[src/rtl/csa_pkg.sv]
// Shared types and helpers for the carry-save resolve stage.
package csa_pkg;

  typedef enum logic [1:0] {
    IDLE = 2'd0,
    ADD  = 2'd1,
    HOLD = 2'd2
  } csa_resolve_state_t;

  // Number of seg_len-bit segments needed to cover out_len bits.
  function automatic int unsigned num_segs(input int unsigned out_len,
                                           input int unsigned seg_len);
    return (out_len + seg_len - 1) / seg_len;
  endfunction

endpackage

[src/rtl/full_adder.sv]
// Single-bit full adder cell.
module full_adder (
  input  logic a,
  input  logic b,
  input  logic cin,
  output logic sum,
  output logic cout
);

  assign sum  = a ^ b ^ cin;
  assign cout = (a & b) | (cin & (a ^ b));

endmodule

[src/rtl/segment_adder.sv]
// SEG_LEN-bit ripple-carry adder built from full_adder cells.
module segment_adder #(
  parameter int unsigned SEG_LEN = 8
) (
  input  logic [SEG_LEN-1:0] a,
  input  logic [SEG_LEN-1:0] b,
  input  logic               cin,
  output logic [SEG_LEN-1:0] sum,
  output logic               cout
);

  logic [SEG_LEN:0] carry;

  assign carry[0] = cin;

  for (genvar i = 0; i < SEG_LEN; i++) begin : g_fa
    full_adder u_fa (
      .a    (a[i]),
      .b    (b[i]),
      .cin  (carry[i]),
      .sum  (sum[i]),
      .cout (carry[i+1])
    );
  end

  assign cout = carry[SEG_LEN];

endmodule

[src/rtl/csa_resolve.sv]
// Resolves a carry-save pair (S, C) into S + 2*C, one SEG_LEN-bit segment per clock.
module csa_resolve
  import csa_pkg::*;
#(
  parameter int unsigned BIT_LEN = 19,
  parameter int unsigned SEG_LEN = 8
) (
  input  logic                 clk,
  input  logic                 rst_n,
  input  logic                 in_valid,
  output logic                 in_ready,
  input  logic [BIT_LEN-1:0]   in_s,
  input  logic [BIT_LEN-1:0]   in_c,
  output logic                 out_valid,
  input  logic                 out_ready,
  output logic [BIT_LEN+1:0]   out_sum
);

  localparam int unsigned OUT_LEN  = BIT_LEN + 2;
  localparam int unsigned NUM_SEGS = num_segs(OUT_LEN, SEG_LEN);
  localparam int unsigned IDX_W    = (NUM_SEGS > 1) ? $clog2(NUM_SEGS) : 1;
  localparam int unsigned NUM_SLOT = 1 << IDX_W;
  localparam int unsigned PAD_LEN  = NUM_SLOT * SEG_LEN;
  localparam logic [IDX_W-1:0] LAST_SEG = IDX_W'(NUM_SEGS - 1);

  csa_resolve_state_t state_q, state_d;
  logic [IDX_W-1:0]   seg_q, seg_d;
  logic               carry_q, carry_d;
  logic [BIT_LEN-1:0] s_q, s_d;
  logic [BIT_LEN-1:0] c_q, c_d;
  logic [OUT_LEN-1:0] sum_q, sum_d;
  logic               out_valid_q, out_valid_d;

  // Operands zero-padded to a whole number of segment slots.
  logic [PAD_LEN-1:0] a_pad, b_pad;
  logic [SEG_LEN-1:0] a_seg [NUM_SLOT];
  logic [SEG_LEN-1:0] b_seg [NUM_SLOT];
  logic [SEG_LEN-1:0] seg_a, seg_b, seg_sum;
  logic               seg_cout;
  logic [OUT_LEN-1:0] wr_mask, wr_data;

  assign a_pad = PAD_LEN'(s_q);
  assign b_pad = PAD_LEN'({c_q, 1'b0});

  for (genvar g = 0; g < NUM_SLOT; g++) begin : g_slot
    assign a_seg[g] = a_pad[g*SEG_LEN +: SEG_LEN];
    assign b_seg[g] = b_pad[g*SEG_LEN +: SEG_LEN];
  end

  assign seg_a = a_seg[seg_q];
  assign seg_b = b_seg[seg_q];

  segment_adder #(
    .SEG_LEN (SEG_LEN)
  ) u_seg_add (
    .a    (seg_a),
    .b    (seg_b),
    .cin  (carry_q),
    .sum  (seg_sum),
    .cout (seg_cout)
  );

  // Steer the segment result onto its bit range; bits past OUT_LEN-1 are dropped.
  for (genvar g = 0; g < NUM_SEGS; g++) begin : g_wr
    localparam int unsigned LO = g * SEG_LEN;
    localparam int unsigned HI = ((LO + SEG_LEN) < OUT_LEN) ? (LO + SEG_LEN - 1) : (OUT_LEN - 1);
    localparam int unsigned W  = HI - LO + 1;
    assign wr_mask[HI:LO] = {W{seg_q == IDX_W'(g)}};
    assign wr_data[HI:LO] = seg_sum[W-1:0];
  end

  always_comb begin
    state_d     = state_q;
    seg_d       = seg_q;
    carry_d     = carry_q;
    s_d         = s_q;
    c_d         = c_q;
    sum_d       = sum_q;
    in_ready    = 1'b0;
    out_valid_d = 1'b0;

    case (state_q)
      IDLE: begin
        in_ready = 1'b1;
      end
      ADD: begin
        sum_d   = (sum_q & ~wr_mask) | (wr_data & wr_mask);
        carry_d = seg_cout;
        if (seg_q == LAST_SEG) begin
          state_d = HOLD;
        end else begin
          seg_d = seg_q + IDX_W'(1);
        end
      end
      HOLD: begin
        in_ready = out_ready;
        if (out_ready) begin
          state_d = IDLE;
        end
      end
      default: begin
        state_d = IDLE;
      end
    endcase

    // Accept overrides any exit taken above, including HOLD -> IDLE.
    if (in_valid && in_ready) begin
      s_d     = in_s;
      c_d     = in_c;
      seg_d   = '0;
      carry_d = 1'b0;
      state_d = ADD;
    end

    out_valid_d = (state_d == HOLD);
  end

  always_ff @(posedge clk or negedge rst_n) begin
    if (!rst_n) begin
      state_q     <= IDLE;
      seg_q       <= '0;
      carry_q     <= 1'b0;
      s_q         <= '0;
      c_q         <= '0;
      sum_q       <= '0;
      out_valid_q <= 1'b0;
    end else begin
      state_q     <= state_d;
      seg_q       <= seg_d;
      carry_q     <= carry_d;
      s_q         <= s_d;
      c_q         <= c_d;
      sum_q       <= sum_d;
      out_valid_q <= out_valid_d;
    end
  end

  assign out_valid = out_valid_q;
  assign out_sum   = sum_q;

endmodule

[config.mk]
export PLATFORM = sky130hd
export DESIGN_NAME = csa_resolve
export DESIGN_NICKNAME = d
export VERILOG_FILES = /design/src/rtl/csa_pkg.sv /design/src/rtl/full_adder.sv /design/src/rtl/segment_adder.sv /design/src/rtl/csa_resolve.sv
export SDC_FILE = /design/constraint.sdc
export NUM_CORES = 1
export LEC_CHECK = 0
export BUFFER_PORTS_ARGS = -buffer_cell sky130_fd_sc_hd__buf_2
export CAP_MARGIN = 40
export CORE_ASPECT_RATIO = 0.9
export CORE_MARGIN = 10
export CORE_UTILIZATION = 35
export DETAILED_ROUTE_END_ITERATION = 8
export GPL_ROUTABILITY_DRIVEN = 0
export SLEW_MARGIN = 20
export SYNTH_ARGS = -nofsm -noshare
export SYNTH_HDL_FRONTEND = slang
export SYNTH_SLANG_ARGS = --single-unit
export TNS_END_PERCENT = 20
[constraint.sdc]
create_clock -name clk -period 11.3 [get_ports clk]
set_input_delay 0.565 -clock clk [delete_from_list [all_inputs] [get_ports clk]]
set_output_delay 0.565 -clock clk [all_outputs]
set_load 0.02 [all_outputs]
==> results of run 1 <==
[per-layer routing]
metal	GRT usage, %	up-vias	share of wire [%]
met5	0	-	0
met4	3.439	0	1.1
met3	5.574	7	9.2
met2	14.53	61	40
met1	14.18	895	50
li1	-	906	-
[cell usage after synthesis]
library cell,instances,area share [%]
dfrtp_1,65,55
mux2_2,48,18
nand2_1,27,3.4
o21ai_0,17,2.9
nor2_1,10,1.3
mux2i_1,9,3.1
fa_1,8,5.4
inv_1,8,1.0
a21oi_1,6,1.0
buf_2,4,0.68
buf_6,4,1.5
ha_1,3,1.3
mux2_1,3,1.1
nand3b_1,3,0.76
nor2b_1,2,0.42
a211oi_1,1,0.26
a211oi_4,1,0.68
and3_1,1,0.21
buf_4,1,0.26
clkbuf_1,1,0.13
clkinv_1,1,0.13
nor3b_1,1,0.26
or2_2,1,0.21
xnor2_1,1,0.30
[metrics by stage]
stage	instance area, um^2	cells
6_report	3532	397
5_1_grt	3532	397
4_1_cts	3505	396
3_5_place_dp	3354	382
3_3_place_gp	3327	381
2_1_floorplan	2944	226
[logic make-up (layout without fill, tap and decap cells)]
| group | after synthesis | in the layout | share of synthesized area, % |
|---|---|---|---|
| flops | 65 | 65 | 55.25 |
| mux | 60 | 60 | 22.57 |
| simple gates | 45 | 45 | 6.588 |
| compound gates | 25 | 25 | 4.845 |
| buf+inv | 19 | 91 | 3.740 |
| fa+ha+maj | 11 | 11 | 6.715 |
| xor+xnor | 1 | 1 | 0.2975 |
[worst max-delay path by stage]
stage                      endpoint  slack, ns  cells after the start
final                     flip-flop       6.84                     16
after global placement    flip-flop       6.79                     15
after global routing      flip-flop       6.58                     16
after floorplan           flip-flop       7.16                     16
after CTS                 flip-flop       6.81                     16
after detailed placement  flip-flop       6.83                     16
[power breakdown]
| group | internal, mW | switching (mW) | total, mW |
|---|---|---|---|
| combinational | 0.269 | 0.309 | 0.578 |
| sequential | 0.353 | 0.0699 | 0.422 |
| clock | 0.0759 | 0.0833 | 0.159 |
| total | 0.698 | 0.462 | 1.16 |
[placed cells by master (no fill, tap or decap), types with 6 or more instances in the layout]
| cell | Yosys | final |
|---|---|---|
| fa_1 | 8 | 8 |
| dfrtp_1 | 65 | 65 |
| buf_2 | 4 | 64 |
| nor2_1 | 10 | 10 |
| clkbuf_8 | 0 | 9 |
| inv_1 | 8 | 8 |
| nand2_1 | 27 | 27 |
| mux2i_1 | 9 | 9 |
| a21oi_1 | 6 | 6 |
| mux2_2 | 48 | 48 |
| o21ai_0 | 17 | 17 |
[worst max-delay path, cell delays in order (launching register included)]
cell	delay (ns)
dfrtp_1	0.50
buf_16	0.22
nor2b_1	0.35
a21oi_1	0.16
fa_1	0.39
inv_1	0.08
fa_1	0.16
inv_1	0.05
fa_1	0.37
fa_1	0.38
inv_1	0.08
fa_1	0.16
inv_1	0.05
fa_1	0.37
fa_1	0.39
fa_1	0.52
o21ai_0	0.09
[area by class of cell]
type / instances / area (um^2) / area share (%)
Clock inverter: 4 / 22.52 / 0.6376
Inverter: 9 / 33.78 / 0.9564
Timing Repair Buffer: 68 / 390.4 / 11.05
Tap cell: 99 / 123.9 / 3.507
Sequential cell: 65 / 1627 / 46.05
Multi-Input combinational cell: 142 / 1207 / 34.18
Clock buffer: 10 / 127.6 / 3.613
==> impl_metrics.sql, run 1 <==
INSERT INTO impl_metrics (metric_group, metric, value, unit) VALUES
('sta', 'fmax', '0.2241', 'GHz'),
('logic_synthesis', 'synthesis.area_per_instance', '13.03', 'um^2'),
('detailed_routing', 'final_antenna_net_count', '0', ''),
('sta', 'final_ws_setup', '6.838', 'ns'),
('detailed_routing', 'drc', '0', ''),
('worst_setup_path', 'critical_path_source_type', 'flip-flop', ''),
('worst_setup_path', 'reg2reg_from', 'seg_q[0]$_DFFE_PN0P_', ''),
('grt', 'first_global_vias', '2064', ''),
('pwr', 'power.total', '1.159', 'mW'),
('worst_setup_path', 'worst_setup_path_end_kind', 'flip-flop', ''),
('status', 'run_status', 'complete, no violations', ''),
('worst_setup_path', 'r2r_slack', '6.84', 'ns'),
('sta', 'final_number_of_hold_violating_endpoints', '0', ''),
('detailed_routing', 'viasPerCell', '4.708', ''),
('die', 'die_w', '116.7', 'um'),
('die', 'floorplan.initialDensity', '36.32', '%'),
('die', 'pin_count', '65', ''),
('grt', 'overall_global_routing_resource_usage', '10.67', '%'),
('worst_setup_path', 'critical_path_required', '11.49', 'ns'),
('detailed_routing', 'via_count', '1869', ''),
('worst_setup_path', 'timing.critical_path.arrival', '4.65', 'ns'),
('clocking', 'clock_tree.root_cell', 'clkbuf_8', ''),
('hold_path', 'hold_path.class', 'input pin to asynchronous set/reset pin', ''),
('clocking', 'total_clock_sinks', '65', ''),
('logic_synthesis', 'synth.cell_area', '2944', 'um^2'),
('sta', 'grt_setup_unrepaired', 'no', ''),
('logic_synthesis', 'syn-instance-count', '226', ''),
('clocking', 'worst_skew_pair.late_latency', '0.34', 'ns'),
('clocking', 'postCtsSetupRepairBufs', '0', ''),
('clocking', 'tritoncts', 'yes', ''),
('sta', 'slew_headroom', '59.88', '%'),
('logic_synthesis', 'yosysUniqueCellTypes', '24', ''),
('layout', 'postLayoutCoreUtil', '43.57', '%'),
('place', 'worst_slack_at_placement', '6.828', 'ns'),
('pwr', 'static-leakage-power', '1.667', 'nW'),
('worst_setup_path', 'critical_path_peak_fanout', '15', ''),
('sta', 'worst_clock_skew', '0.008278', 'ns'),
('pwr', 'max-vdd-ir-drop', '0.0001240', 'V'),
('sta', 'final.setup.tns', '0', 'ns'),
('die', 'die_h', '107.0', 'um'),
('clocking', 'clock_path_buffers', '2', ''),
('detailed_routing', 'drt_pass1_iterations', '4', ''),
('die', 'std_cell_rows', '31', ''),
('sta', 'finalSetupViolCount', '0', ''),
('worst_setup_path', 'startpoint', 'seg_q[0]$_DFFE_PN0P_', ''),
('clocking', 'cts_resized', '0', ''),
('grt', 'antenna_found_initial', '0', ''),
('layout', 'area.growth.synth_to_final', '19.97', '%'),
('die', 'fp.coreArea', '8107', 'um^2'),
('layout', 'layout.nets', '348', ''),
('layout', 'number_of_fill_cells_in_the_layout', '782', ''),
('logic_synthesis', 'syn_nets', '279', ''),
('clocking', 'cts.clk_slew.worst_paths', '0.07', 'ns'),
('grt', 'grt_overflow_total', '0', ''),
('die', 'die_area', '12490', 'um^2'),
('detailed_routing', 'routed_wirelength', '6271', 'um'),
('logic_synthesis', 'ys.warnings.count', '0', ''),
('sta', 'post-route-period-util', '39.49', '%'),
('detailed_routing', 'drt-wirelength-per-cell', '15.80', 'um'),
('worst_setup_path', 'criticalPathCategory', 'flip-flop to flip-flop', ''),
('clocking', 'cts_hold_buffers', '0', ''),
('place', 'buffer_ports.inserted', '64', ''),
('grt', 'grt_pass1_wl', '10340', 'um'),
('logic_synthesis', 'postSynthRegisterBits', '65', ''),
('layout', 'layout-drive-gt1-share', '43.96', '%'),
('sta', 'fin_crit', '4.462', 'ns'),
('layout', 'insertedDiodeCount', '0', ''),
('clocking', 'cts_h_tree_lvls', '3', ''),
('sta', 'hold-worst-slack', '0.1243', 'ns'),
('worst_setup_path', 'worst-r2r-cell-count', '16', ''),
('detailed_routing', 'first_iter_violations', '55', ''),
('logic_synthesis', 'synth.yosys.seq_area_share', '55.25', '%'),
('flow_run', 'max-cap-violations', '0', ''),
('sta', 'pin_slew_with_the_least_headroom_to_its_limit', '0.6000', 'ns'),
('place', 'hpwl', '4626', 'um'),
('sta', 'final-max-slew-violation-count', '0', ''),
('clocking', 'clock_buffer_count_from_cts', '9', ''),
('pwr', 'pwr_density_cell', '328.3', 'nW/um^2'),
('grt', 'pin_count_of_the_biggest_net_entering_global_routing', '66', '');
Power figures use the tool's default switching activity.
==> run 2, diff against run 1 <==
==> constraint.sdc (replaced) <==
create_clock -name clk -period 4.4 [get_ports clk]
set_input_delay 0.22 -clock clk [delete_from_list [all_inputs] [get_ports clk]]
set_output_delay 0.22 -clock clk [all_outputs]
set_load 0.02 [all_outputs]
==> impl_metrics.sql, run 2 (synthesis gave the netlist of run 1 again) <==
INSERT INTO impl_metrics (metric_group, metric, value, unit) VALUES
('die', 'floorplan.initialDensity', '36.32', '%'),
('sta', 'final_number_of_hold_violating_endpoints', '0', ''),
('layout', 'insertedDiodeCount', '0', ''),
('detailed_routing', 'routed_wirelength', '6444', 'um'),
('die', 'die_h', '107.0', 'um'),
('flow_run', 'max-cap-violations', '0', ''),
('detailed_routing', 'drt_pass1_iterations', '4', ''),
('sta', 'fin_crit', '4.131', 'ns'),
('die', 'std_cell_rows', '31', ''),
('sta', 'fmax', '0.2421', 'GHz'),
('clocking', 'cts_h_tree_lvls', '3', ''),
('clocking', 'clock_buffer_count_from_cts', '9', ''),
('grt', 'first_global_vias', '2072', ''),
('layout', 'layout.nets', '352', ''),
('grt', 'grt_overflow_total', '0', ''),
('worst_setup_path', 'timing.critical_path.arrival', '4.33', 'ns'),
('sta', 'worst_clock_skew', '0.008489', 'ns'),
('layout', 'area.growth.synth_to_final', '21.55', '%'),
('status', 'run_status', 'complete, no violations', ''),
('die', 'pin_count', '65', ''),
('pwr', 'max-vdd-ir-drop', '0.0003246', 'V'),
('detailed_routing', 'via_count', '1895', ''),
('place', 'post-place-cells', '385', ''),
('sta', 'final-max-slew-violation-count', '0', ''),
('grt', 'pin_count_of_the_biggest_net_entering_global_routing', '66', ''),
('detailed_routing', 'first_iter_violations', '62', ''),
('sta', 'pin_slew_with_the_least_headroom_to_its_limit', '0.5673', 'ns'),
('sta', 'post-route-period-util', '93.88', '%'),
('sta', 'final.setup.tns', '0', 'ns'),
('detailed_routing', 'drt-wirelength-per-cell', '16.07', 'um'),
('grt', 'antenna_found_initial', '0', ''),
('place', 'hpwl', '4727', 'um'),
('worst_setup_path', 'critical_path_source_type', 'flip-flop', ''),
('die', 'fp.coreArea', '8107', 'um^2'),
('layout', 'commonest_non_fill_non_tap_cell_in_the_layout', 'dfrtp_1', ''),
('clocking', 'worst_skew_pair.late_latency', '0.34', 'ns'),
('pwr', 'power.total', '3.046', 'mW'),
('hold_path', 'hold_path.class', 'input pin to flip-flop', ''),
('sta', 'final_ws_setup', '0.2692', 'ns'),
('grt', 'overall_global_routing_resource_usage', '10.72', '%'),
('clocking', 'tritoncts', 'yes', ''),
('pwr', 'static-leakage-power', '1.692', 'nW'),
('worst_setup_path', 'worst_setup_path_end_kind', 'flip-flop', ''),
('layout', 'fin_cells', '401', ''),
('clocking', 'clock_path_buffers', '2', ''),
('clocking', 'total_clock_sinks', '65', ''),
('clocking', 'clock_tree.root_cell', 'clkbuf_8', ''),
('detailed_routing', 'final_antenna_net_count', '0', ''),
('sta', 'finalSetupViolCount', '0', ''),
('grt', 'grt_pass1_wl', '10490', 'um'),
('sta', 'slew_headroom', '62.07', '%'),
('sta', 'grt_setup_unrepaired', 'no', ''),
('worst_setup_path', 'critical_path_peak_fanout', '6', ''),
('die', 'die_w', '116.7', 'um'),
('place', 'buffer_ports.inserted', '64', ''),
('clocking', 'cts.clk_slew.worst_paths', '0.07', 'ns'),
('detailed_routing', 'viasPerCell', '4.726', ''),
('detailed_routing', 'drc', '0', ''),
('worst_setup_path', 'criticalPathCategory', 'flip-flop to flip-flop', ''),
('layout', 'final_area', '3578', 'um^2'),
('layout', 'layout-drive-gt1-share', '44.37', '%'),
('place', 'worst_slack_at_placement', '0.2790', 'ns'),
('place', 'placed_area', '3357', 'um^2'),
('pwr', 'pwr_density_cell', '851.2', 'nW/um^2'),
('clocking', 'cts_resized', '0', ''),
('die', 'die_area', '12490', 'um^2'),
('layout', 'final_cell_mix', 'dfrtp_1, buf_2, mux2_2, nand2_1, o21ai_0', ''),
('worst_setup_path', 'critical_path_required', '4.60', 'ns');
-- run 2: timing repair --
action	4_1_cts	5_1_grt
endpoints found under the hold margin	0	16
setup buffers	0	0
hold buffers	0	1
-- run 2: per-stage QoR --
| step | util (%) | hold WS [ns] |
|---|---|---|
| floorplan | - | -0.07559 |
| global placement | 41.41 | 0.4441 |
| detailed placement | 41.41 | 0.4511 |
| CTS | 43.68 | 0.07964 |
| global route | 44.14 | 0.08905 |
| finish | 44.14 | 0.09369 |
-- run 2: critical path: stages, from the launching register on --
cell and delay, ns:
dfrtp_1 0.47, nor2b_1 0.31, a21oi_1 0.15, fa_1 0.39, inv_1 0.08, fa_1 0.16
inv_1 0.05, fa_1 0.37, fa_1 0.36, inv_1 0.07, fa_1 0.15, inv_1 0.05
fa_1 0.37, fa_1 0.39, fa_1 0.52, o21ai_0 0.09
-- run 2: area by class of cell --
| class | count | area, um^2 |
|---|---|---|
| inverters | 9 | 33.78 |
| well taps | 99 | 123.9 |
| multi-input cells | 142 | 1207 |
| clock buffers | 11 | 141.4 |
| repair buffers | 72 | 402.9 |
| flip-flops and latches | 65 | 1627 |
| clock inverters | 3 | 42.54 |
| fillers | 775 | 4528 |
-- run 2: layer usage --
metal | vias up | part of all wire, % | GRT usage, %
li1 | 909 | - | -
met1 | 918 | 48 | 14.41
met2 | 61 | 42 | 14.78
met3 | 7 | 9.2 | 5.463
met4 | 0 | 0.78 | 2.910
met5 | - | 0 | 0
-- run 2: final timing paths --
path / from / end / slack [ns] / cells after the start
min in group asynchronous: rst_n / c_q[9]$_DFFE_PN0P_ / 0.36 / 3
hold / removal: in_s[2] / s_q[2]$_DFFE_PN0P_ / 0.09 / 2
max in group asynchronous: rst_n / asynchronous set/reset pin / 3.52 / 4
setup / recovery: seg_q[0]$_DFFE_PN0P_ / flip-flop / 0.27 / 15
setup reg to reg: seg_q[0]$_DFFE_PN0P_ / flip-flop / 0.27 / 15
hold reg to reg: flip-flop / flip-flop / 0.47 / 2
-- run 2: power by group --
| group | internal [mW] | switching (mW) | leakage [nW] | total (mW) |
|---|---|---|---|---|
| clock | 0.270 | 0.215 | 0.0913 | 0.485 |
| sequential | 0.906 | 0.175 | 0.782 | 1.08 |
| combinational | 0.684 | 0.797 | 0.819 | 1.48 |
==> run 3, diff against run 2 <==
--- a/config.mk
+++ b/config.mk
@@ -12,6 +12,7 @@
 export CORE_UTILIZATION = 35
 export DETAILED_ROUTE_END_ITERATION = 8
 export GPL_ROUTABILITY_DRIVEN = 0
+export PLACE_DENSITY = 0.58
 export SLEW_MARGIN = 20
 export SYNTH_ARGS = -nofsm -noshare
 export SYNTH_HDL_FRONTEND = slang
==> impl_metrics.sql, run 3 (synthesis gave the netlist of run 1 again) <==
INSERT INTO impl_metrics (metric_group, metric, value, unit) VALUES
('die', 'floorplan.initialDensity', '36.32', '%'),
('hold_path', 'hold_path.class', 'input pin to flip-flop', ''),
('layout', 'number_of_fill_cells_in_the_layout', '772', ''),
('clocking', 'total_clock_sinks', '65', ''),
('clocking', 'cts_h_tree_lvls', '3', ''),
('clocking', 'clock_tree.root_cell', 'clkbuf_8', ''),
('detailed_routing', 'viasPerCell', '4.678', ''),
('worst_setup_path', 'slowest_delay', '0.52', 'ns'),
('pwr', 'max-vdd-ir-drop', '0.0002946', 'V'),
('worst_setup_path', 'critical_path.most_common_cell', 'fa_1', ''),
('pwr', 'pwr_density_cell', '877.1', 'nW/um^2'),
('layout', 'fin_cells', '404', ''),
('layout', 'multi_input_comb_area', '1207', 'um^2'),
('layout', 'insertedDiodeCount', '0', ''),
('hold_path', 'min_path_cells', '2', ''),
('layout', 'area.growth.synth_to_final', '23.84', '%'),
('place', 'buffer_ports.inserted', '64', ''),
('sta', 'grt_setup_unrepaired', 'no', ''),
('layout', 'final-seq-area', '1627', 'um^2'),
('clocking', 'worst_skew_pair.late_latency', '0.35', 'ns'),
('sta', 'hold-worst-slack', '0.09490', 'ns'),
('sta', 'fmax', '0.2430', 'GHz'),
('clocking', 'clock_path_buffers', '2', ''),
('grt', 'pin_count_of_the_biggest_net_entering_global_routing', '66', ''),
('worst_setup_path', 'critical_path_required', '4.60', 'ns'),
('clocking', 'tritoncts', 'yes', ''),
('clocking', 'cts.clk_slew.worst_paths', '0.07', 'ns'),
('die', 'die_h', '107.0', 'um'),
('sta', 'pin_slew_with_the_least_headroom_to_its_limit', '0.5827', 'ns'),
('worst_setup_path', 'criticalPathCategory', 'flip-flop to flip-flop', ''),
('worst_setup_path', 'critical_path_cell_with_the_highest_stage_delay', 'fa_1', ''),
('detailed_routing', 'routed_wirelength', '6503', 'um'),
('die', 'std_cell_rows', '31', ''),
('worst_setup_path', 'worst-r2r-cell-count', '15', ''),
('die', 'die_w', '116.7', 'um'),
('sta', 'finalSetupViolCount', '0', ''),
('layout', 'layout-drive-gt1-share', '45.25', '%'),
('sta', 'final-max-slew-violation-count', '0', ''),
('layout', 'layout.nets', '353', ''),
('place', 'hpwl', '4754', 'um'),
('sta', 'final.setup.tns', '0', 'ns'),
('clocking', 'cts_resized', '0', ''),
('grt', 'antenna_found_initial', '0', ''),
('pwr', 'power.total', '3.198', 'mW'),
('detailed_routing', 'final_antenna_net_count', '0', ''),
('place', 'post-place-cells', '386', ''),
('die', 'pin_count', '65', ''),
('detailed_routing', 'first_iter_violations', '35', ''),
('clocking', 'clock_buffer_count_from_cts', '9', ''),
('sta', 'slew_headroom', '61.04', '%'),
('worst_setup_path', 'critical_path_peak_fanout', '6', ''),
('sta', 'fin_crit', '4.116', 'ns'),
('flow_run', 'max-cap-violations', '0', ''),
('worst_setup_path', 'critical_path_source_type', 'flip-flop', ''),
('detailed_routing', 'drc', '0', ''),
('detailed_routing', 'drt_pass1_iterations', '4', ''),
('sta', 'worst_clock_skew', '0.009914', 'ns'),
('layout', 'final_cell_mix', 'dfrtp_1, buf_2, mux2_2, nand2_1, o21ai_0', ''),
('worst_setup_path', 'worst_setup_path_end_kind', 'flip-flop', ''),
('sta', 'post-route-period-util', '93.54', '%'),
('detailed_routing', 'drt-wirelength-per-cell', '16.10', 'um'),
('grt', 'overall_global_routing_resource_usage', '10.95', '%'),
('pwr', 'static-leakage-power', '1.722', 'nW'),
('worst_setup_path', 'critical_path_cell_sequence', 'nor2b_1 > a21oi_1 > fa_1 > inv_1 > fa_1 > inv_1 > fa_1 > fa_1 > inv_1 > fa_1 > inv_1 > fa_1 > fa_1 > fa_1 > o21ai_0', ''),
('clocking', 'cts_hold_buffers', '0', ''),
('die', 'die_area', '12490', 'um^2'),
('layout', 'commonest_non_fill_non_tap_cell_in_the_layout', 'dfrtp_1', ''),
('grt', 'grt_pass1_wl', '10450', 'um'),
('worst_setup_path', 'timing.critical_path.arrival', '4.32', 'ns'),
('die', 'fp.coreArea', '8107', 'um^2'),
('grt', 'grt_overflow_total', '0', ''),
('grt', 'first_global_vias', '2062', ''),
('clocking', 'postCtsSetupRepairBufs', '0', ''),
('sta', 'final_number_of_hold_violating_endpoints', '0', ''),
('status', 'run_status', 'complete, no violations', ''),
('detailed_routing', 'via_count', '1890', '');
-- run 3: cell count changes in the layout (fill, tap and decap cells not counted), sizes merged --
cell and change:
bufinv +2, inv +1, clkinvlp +1, clkinv -1, clkbuf -1, buf +1
-- run 3: cell type report --
cell class	count	area share (%)
clock inverter	6	3.123
sequential	65	44.61
tap	99	3.397
inverter	9	0.9266
clock buffer	10	3.775
multi-input combinational	142	33.12
timing repair buffer	73	11.05
-- run 3: report_power, final --
group	switching (mW)	total [mW]	internal, mW
sequential	0.171	1.08	0.905
combinational	0.803	1.49	0.688
clock	0.237	0.630	0.393
-- run 3: path summary, 6_finish.rpt --
check / endpoint / from / slack [ns]
worst max-delay path: flip-flop / seg_q[1]$_DFFE_PN0P_ / 0.28
min in group asynchronous: c_q[2]$_DFFE_PN0P_ / rst_n / 0.37
worst min register to register: flip-flop / flip-flop / 0.48
worst min-delay path: c_q[17]$_DFFE_PN0P_ / in_c[17] / 0.09
max in group asynchronous: s_q[2]$_DFFE_PN0P_ / rst_n / 3.50
worst max register to register: flip-flop / seg_q[1]$_DFFE_PN0P_ / 0.28
-- run 3: worst max-delay path: cells and delay by family (launching register included) --
kind / cells / cell delay [ns]
fa+ha+maj: 8 / 2.73
compound gates: 2 / 0.25
buf+inv: 4 / 0.25
simple gates: 1 / 0.31
flops: 1 / 0.41
-- run 3: stage by stage --
stage | util, % | cell area, um^2 | worst slack [ns]
global placement | 41.50 | 3364 | 0.4249
finish | 44.98 | 3646 | 0.2843
global route | 44.98 | 3646 | 0.02789
floorplan | - | 2944 | 0.2591
detailed placement | 41.50 | 3364 | 0.3014
CTS | 44.61 | 3616 | 0.2528
-- run 3: per-layer routing --
layer	routed length, um	vias up	GRT usage [%]	share of wire [%]
li1	-	910	-	-
met3	525	10	5.295	8.1
met5	0	-	0	0
met1	3026	920	14.23	47
met2	2868	50	15.54	44
met4	83	0	3.704	1.3
